==> src/rtl/score_keeper_if.sv <==
// Game-event inputs and score/status outputs of the score keeper.
interface score_keeper_if;
    logic        game_start;
    logic        brick_hit;
    logic [3:0]  brick_points;
    logic        paddle_hit;
    logic        ball_lost;
    logic [13:0] current_score;
    logic [13:0] high_score;
    logic [2:0]  lives;
    logic        playing;
    logic        game_over;
    logic        new_high;

    modport master (
        output game_start, brick_hit, brick_points, paddle_hit, ball_lost,
        input  current_score, high_score, lives, playing, game_over, new_high
    );

    modport slave (
        input  game_start, brick_hit, brick_points, paddle_hit, ball_lost,
        output current_score, high_score, lives, playing, game_over, new_high
    );
endinterface

==> src/rtl/score_keeper.sv <==
// Breakout score keeper: IDLE/PLAY/OVER game FSM with combo scoring,
// saturating score, lives and a high score kept since reset.
module score_keeper #(
    parameter int MAX_SCORE   = 9999,
    parameter int START_LIVES = 3,
    parameter int COMBO_MAX   = 4
) (
    input logic          clk,
    input logic          rst_n,
    score_keeper_if.slave sk
);
    localparam int CW = $clog2(COMBO_MAX + 1);

    typedef enum logic [1:0] {IDLE, PLAY, OVER} state_t;

    state_t        state;
    logic [13:0]   score;
    logic [13:0]   high;
    logic [2:0]    lives;
    logic [CW-1:0] combo;
    logic          raised;
    logic          playing;
    logic          game_over;
    logic          new_high;

    logic [16:0] gain;
    logic [16:0] sum;
    logic [13:0] sat;
    logic        raise_now;

    // Widened sum so a large combo product can never wrap before saturation.
    always_comb begin
        gain      = 17'(sk.brick_points) * 17'(combo);
        sum       = {3'b000, score} + gain;
        sat       = (sum > 17'(MAX_SCORE)) ? 14'(MAX_SCORE) : sum[13:0];
        raise_now = sk.brick_hit && (sat > high);
    end

    always_ff @(posedge clk) begin
        if (!rst_n) begin
            state     <= IDLE;
            score     <= '0;
            high      <= '0;
            lives     <= '0;
            combo     <= CW'(1);
            raised    <= 1'b0;
            playing   <= 1'b0;
            game_over <= 1'b0;
            new_high  <= 1'b0;
        end else begin
            case (state)
                IDLE, OVER: begin
                    if (sk.game_start) begin
                        state     <= PLAY;
                        score     <= '0;
                        lives     <= 3'(START_LIVES);
                        combo     <= CW'(1);
                        raised    <= 1'b0;
                        playing   <= 1'b1;
                        game_over <= 1'b0;
                        new_high  <= 1'b0;
                    end
                end
                PLAY: begin
                    if (sk.brick_hit) begin
                        score <= sat;
                        if (raise_now) high <= sat;
                    end
                    // A same-cycle hit has already been priced with the old combo.
                    if (sk.paddle_hit || sk.ball_lost)
                        combo <= CW'(1);
                    else if (sk.brick_hit && (combo < CW'(COMBO_MAX)))
                        combo <= combo + CW'(1);
                    if (raise_now) raised <= 1'b1;
                    if (sk.ball_lost && (lives != 3'd0)) begin
                        lives <= lives - 3'd1;
                        if (lives == 3'd1) begin
                            state     <= OVER;
                            playing   <= 1'b0;
                            game_over <= 1'b1;
                            new_high  <= raised | raise_now;
                        end
                    end
                end
                default: state <= IDLE;
            endcase
        end
    end

    assign sk.current_score = score;
    assign sk.high_score    = high;
    assign sk.lives         = lives;
    assign sk.playing       = playing;
    assign sk.game_over     = game_over;
    assign sk.new_high      = new_high;
endmodule
==> src/flat_wrapper.sv <==
// flat-port wrapper written by rule: the top's interface ports become plain ports
module score_keeper_flat 
#(
    parameter int MAX_SCORE   = 9999,
    parameter int START_LIVES = 3,
    parameter int COMBO_MAX   = 4
)
  (clk, rst_n, sk_game_start, sk_brick_hit, sk_brick_points, sk_paddle_hit, sk_ball_lost, sk_current_score, sk_high_score, sk_lives, sk_playing, sk_game_over, sk_new_high);
  score_keeper_if sk_i ();
  input logic clk;
  input logic rst_n;
  input wire logic [$bits(sk_i.game_start)-1:0] sk_game_start;
  input wire logic [$bits(sk_i.brick_hit)-1:0] sk_brick_hit;
  input wire logic [$bits(sk_i.brick_points)-1:0] sk_brick_points;
  input wire logic [$bits(sk_i.paddle_hit)-1:0] sk_paddle_hit;
  input wire logic [$bits(sk_i.ball_lost)-1:0] sk_ball_lost;
  output wire logic [$bits(sk_i.current_score)-1:0] sk_current_score;
  output wire logic [$bits(sk_i.high_score)-1:0] sk_high_score;
  output wire logic [$bits(sk_i.lives)-1:0] sk_lives;
  output wire logic [$bits(sk_i.playing)-1:0] sk_playing;
  output wire logic [$bits(sk_i.game_over)-1:0] sk_game_over;
  output wire logic [$bits(sk_i.new_high)-1:0] sk_new_high;
  assign sk_i.game_start = sk_game_start;
  assign sk_i.brick_hit = sk_brick_hit;
  assign sk_i.brick_points = sk_brick_points;
  assign sk_i.paddle_hit = sk_paddle_hit;
  assign sk_i.ball_lost = sk_ball_lost;
  assign sk_current_score = sk_i.current_score;
  assign sk_high_score = sk_i.high_score;
  assign sk_lives = sk_i.lives;
  assign sk_playing = sk_i.playing;
  assign sk_game_over = sk_i.game_over;
  assign sk_new_high = sk_i.new_high;
  score_keeper #(.MAX_SCORE(MAX_SCORE), .START_LIVES(START_LIVES), .COMBO_MAX(COMBO_MAX)) u_core (.clk(clk), .rst_n(rst_n), .sk(sk_i));
endmodule
==> config.mk <==
export PLATFORM = sky130hd
export DESIGN_NAME = score_keeper_flat
export DESIGN_NICKNAME = d
export VERILOG_FILES = /design/src/rtl/score_keeper_if.sv /design/src/rtl/score_keeper.sv /design/src/flat_wrapper.sv
export SDC_FILE = /design/constraint.sdc
export NUM_CORES = 1
export LEC_CHECK = 0
export CAP_MARGIN = 20
export CORE_MARGIN = 1.5
export CORE_UTILIZATION = 55
export CTS_CLUSTER_DIAMETER = 200
export DETAILED_ROUTE_END_ITERATION = 12
export PLACE_DENSITY = 0.85
export SLEW_MARGIN = 20
export SYNTH_ARGS = -nofsm -noshare
export SYNTH_HDL_FRONTEND = slang
export SYNTH_SLANG_ARGS = --single-unit
==> constraint.sdc <==
create_clock -name clk -period 9.35 [get_ports clk]
set_clock_uncertainty 0.1 [all_clocks]
set_input_delay 1.87 -clock clk [delete_from_list [all_inputs] [get_ports clk]]
set_output_delay 1.87 -clock clk [all_outputs]
set_load 0.05 [all_outputs]
==> run summary <==
Sw Pwr: 0.1286 mW
Syn_nets: 400
HPWL after detailed placement: 5.297 mm
Die W: 75.78 um
Combinational power share: 22.1%
Least-Margin Pin Slew: 0.9671 ns
RSZ-0062 raised after global routing: no
Crit path launch type: input port
Largest net degree at the start of global routing: 26
RR Endpoint: u_core.sk.high_score[8]
Final setup violation count: 0
Synth warn: 0
Fmax: 122.8 MHz
Post_cts resized: 0
Vias in the first global route: 2436
Highest metal used: met4
Post-synthesis sequential area ratio: 27.49%
Layout cells sized above 1: 5.102%
Final instance area: 0.003465 mm2
Seq cells post-synth: 40
Vias per inst: 5.814
Vias: 2686
Net Sw Frac: 30.72%
Initial DRC count: 142
FF-to-FF Start: u_core.combo[2]
Static leakage: 1.406 nW
Die H: 75.78 um
Row cnt: 26
Top cell type's share of synthesized area: 27.49%
Minimum clock period: 8.144 ns
Ports: 44
Peak supply drop: 0.09859 mV
Initial Utilization: 57.03%
Layout Nets: 436
Ant diodes: 0
Mapped Area: 0.002913 mm2
Synthesis-to-finish area growth: 18.94%
Total Wirelength: 7.055 mm
Initial antenna violation count: 0
Hold Crit Start: u_core.raised
Post-synth EDFFs: 0
Port bufs: 43
Core Region: 0.005107 mm2
Internal power: 0.2901 mW
Register Area: 800.8 um2
Drt drc: 0
Root buf cell: clkbuf_8
Area leader, netlist: dfxtp_1
DR WL met2: 3.331 mm
Crit path largest cell delay: 0.79 ns
Status: finished, final reports clean
Hold WS: 0.3580 ns
Metal3 WL: 453 um
Max_cap viols: 0
First-pass GRT wire length: 11.37 mm
Wl on met1: 3.190 mm
Area occupied by multi-input gates: 0.001888 mm2
CTS max path bufs: 2
Final hold vios: 0
Post-Synthesis Cells: 355
Slowest cell on the critical path: a21boi_2
Power share of the clock group: 34.4%
Die Area: 0.005742 mm2
Critical Path End Type: flip-flop
Slew Viols, Final: 0
Remaining global-route overflow: 0
Worst-path maximum fanout: 25
Crit. Startpoint: sk_brick_points[0]
Avg Cell Area, Syn: 8.205 um2
Hold Path Class: flip-flop to flip-flop
Top post-synthesis cells by count: dfxtp_1 (40), inv_1 (40), nand2_1 (34)
H-tree level count: 2
Tot Pwr: 0.4187 mW
Crit-path most repeated cell: o21a_1
Synth cell types: 56
Clock sinks: 40
Pwr dens: 120.9 mW/mm2
Cell breakdown of the critical path: clkdlybuf4s50_1 > nand2_1 > fa_1 > fa_1 > inv_1 > ha_1 > a21o_1 > a2111oi_0 > o311ai_0 > a2bb2oi_1 > nand4_1 > a21boi_2 > nand2_2 > ha_1 > nor2b_1 > o21a_1 > o21a_1 > o211ai_1 > a21oi_1 > o21a_1 > nor2_1 > a311oi_1
# fillers: 421
Reg2Reg Depth: 21
Setup CP Type: input port to flip-flop
Routed len/inst: 15.27 um
Placed instance area: 0.003357 mm2
TritonCTS Buffers: 5
Ys async rst share: 0%
DRT Pass-1 Iters: 6
Post-CTS Setup Bufs: 0
Seq pwr share: 43.5%
GPL Wtd Cong: 0.8792
Clock Latency Late Sink: 0.30 ns
Detail Route Antenna Nets: 0
Arrival @ worst endpoint: 8.25 ns
Rel. slew slack: 35.15%
Internal reg-to-reg setup slack: 2.82 ns
Ys flop type: dfxtp_1
Post-CTS Hold Buffers: 0
TritonCTS clock tree: yes
All-Layer GR Usage: 25.82%
Period utilization: 87.10%
Hold Path Sink: u_core.raised
Critical Path RT: 9.46 ns
Hold Path Stages: 2
Clk pin slew, worst setup/hold paths: 0.09 ns
Setup_tns: 0 ns
Synth top area cells: dfxtp_1 (27%), ha_1 (12%), inv_1 (5.2%)
power by group through the flow:
stage | Sequential [mW] | Combinational, mW | Clock [mW]
2_1_floorplan | 0.203 | 0.0484 | 0
3_3_place_gp | 0.186 | 0.0896 | 0
3_5_place_dp | 0.186 | 0.0915 | 0
4_1_cts | 0.182 | 0.0923 | 0.144
5_1_grt | 0.183 | 0.102 | 0.152
6_report | 0.182 | 0.0925 | 0.144
sequential cells by signal (all words and copies together), names as in the netlist:
register and flops:
u_core.sk.game_over 1, u_core.combo 3, u_core.raised 1, u_core.sk.high_score 14
u_core.state 2, u_core.sk.lives 3, u_core.sk.current_score 14, u_core.sk.new_high 1
u_core.sk.playing 1
worst max-delay path: cells and delay by family:
| family | cells | cell delay, ns |
|---|---|---|
| buf+inv | 2 | 0.56 |
| compound gates | 11 | 3.48 |
| fa+ha+maj | 4 | 1.73 |
| simple gates | 5 | 0.61 |
metal layers:
metal	vias up	global-route usage [%]
li1	1313	-
met2	99	41.55
met3	8	3.704
met4	0	7.143
met1	1266	36.13
met5	-	0
cell type report:
class / instances / area share, %
clock buffer: 6 / 2.095
clock inverter: 2 / 1.011
inverter: 40 / 4.334
multi-input combinational: 261 / 54.50
sequential: 40 / 23.11
tap: 70 / 2.528
timing repair buffer: 43 / 12.42
stage by stage:
step | setup slack, ns | utilization [%] | std cells
after floorplan | 2.253 | - | 355
after global placement | 1.197 | 65.73 | 454
after detailed placement | 1.069 | 65.73 | 454
after CTS | 1.316 | 67.83 | 462
after global routing | 0.7053 | 67.83 | 462
final | 1.206 | 67.83 | 462
kinds of logic after synthesis:
kind of cell	Yosys count	share of synthesized area [%]
flops	40	27.49
simple gates	125	22.38
compound gates	87	21.09
xor+xnor	10	3.007
fa+ha+maj	35	16.84
mux	4	1.503
buf+inv	54	7.689
worst max-delay path by stage:
stage | endpoint | slack (ns)
after floorplan | u_core.sk.high_score[10] | 2.25
after global placement | u_core.sk.high_score[9] | 1.20
after detailed placement | u_core.sk.high_score[8] | 1.07
after CTS | u_core.sk.high_score[2] | 1.32
after global routing | u_core.sk.high_score[8] | 0.71
final | u_core.sk.high_score[8] | 1.21
placed cells by master (no fill, tap or decap), drive strengths merged, types with 3 or more instances in the layout:
| master | count |
|---|---|
| a211oi | 7 |
| ha | 28 |
| clkbuf | 6 |
| inv | 40 |
| nand2b | 3 |
| nand4 | 10 |
| nor2b | 6 |
| dfxtp | 40 |
| o21ai | 16 |
| nor2 | 22 |
| clkdlybuf4s50 | 43 |
| nor3 | 7 |
| xnor2 | 4 |
| o21a | 4 |
| o31ai | 4 |
| a21oi | 21 |
| and2 | 18 |
| or4 | 3 |
| nand2 | 37 |
| fa | 7 |
| a31oi | 6 |
| xor2 | 6 |
| nand3 | 7 |
| mux2i | 4 |
| a22o | 7 |
| a21o | 4 |
| or2 | 3 |
| o211ai | 3 |
Power figures use the tool's default switching activity.
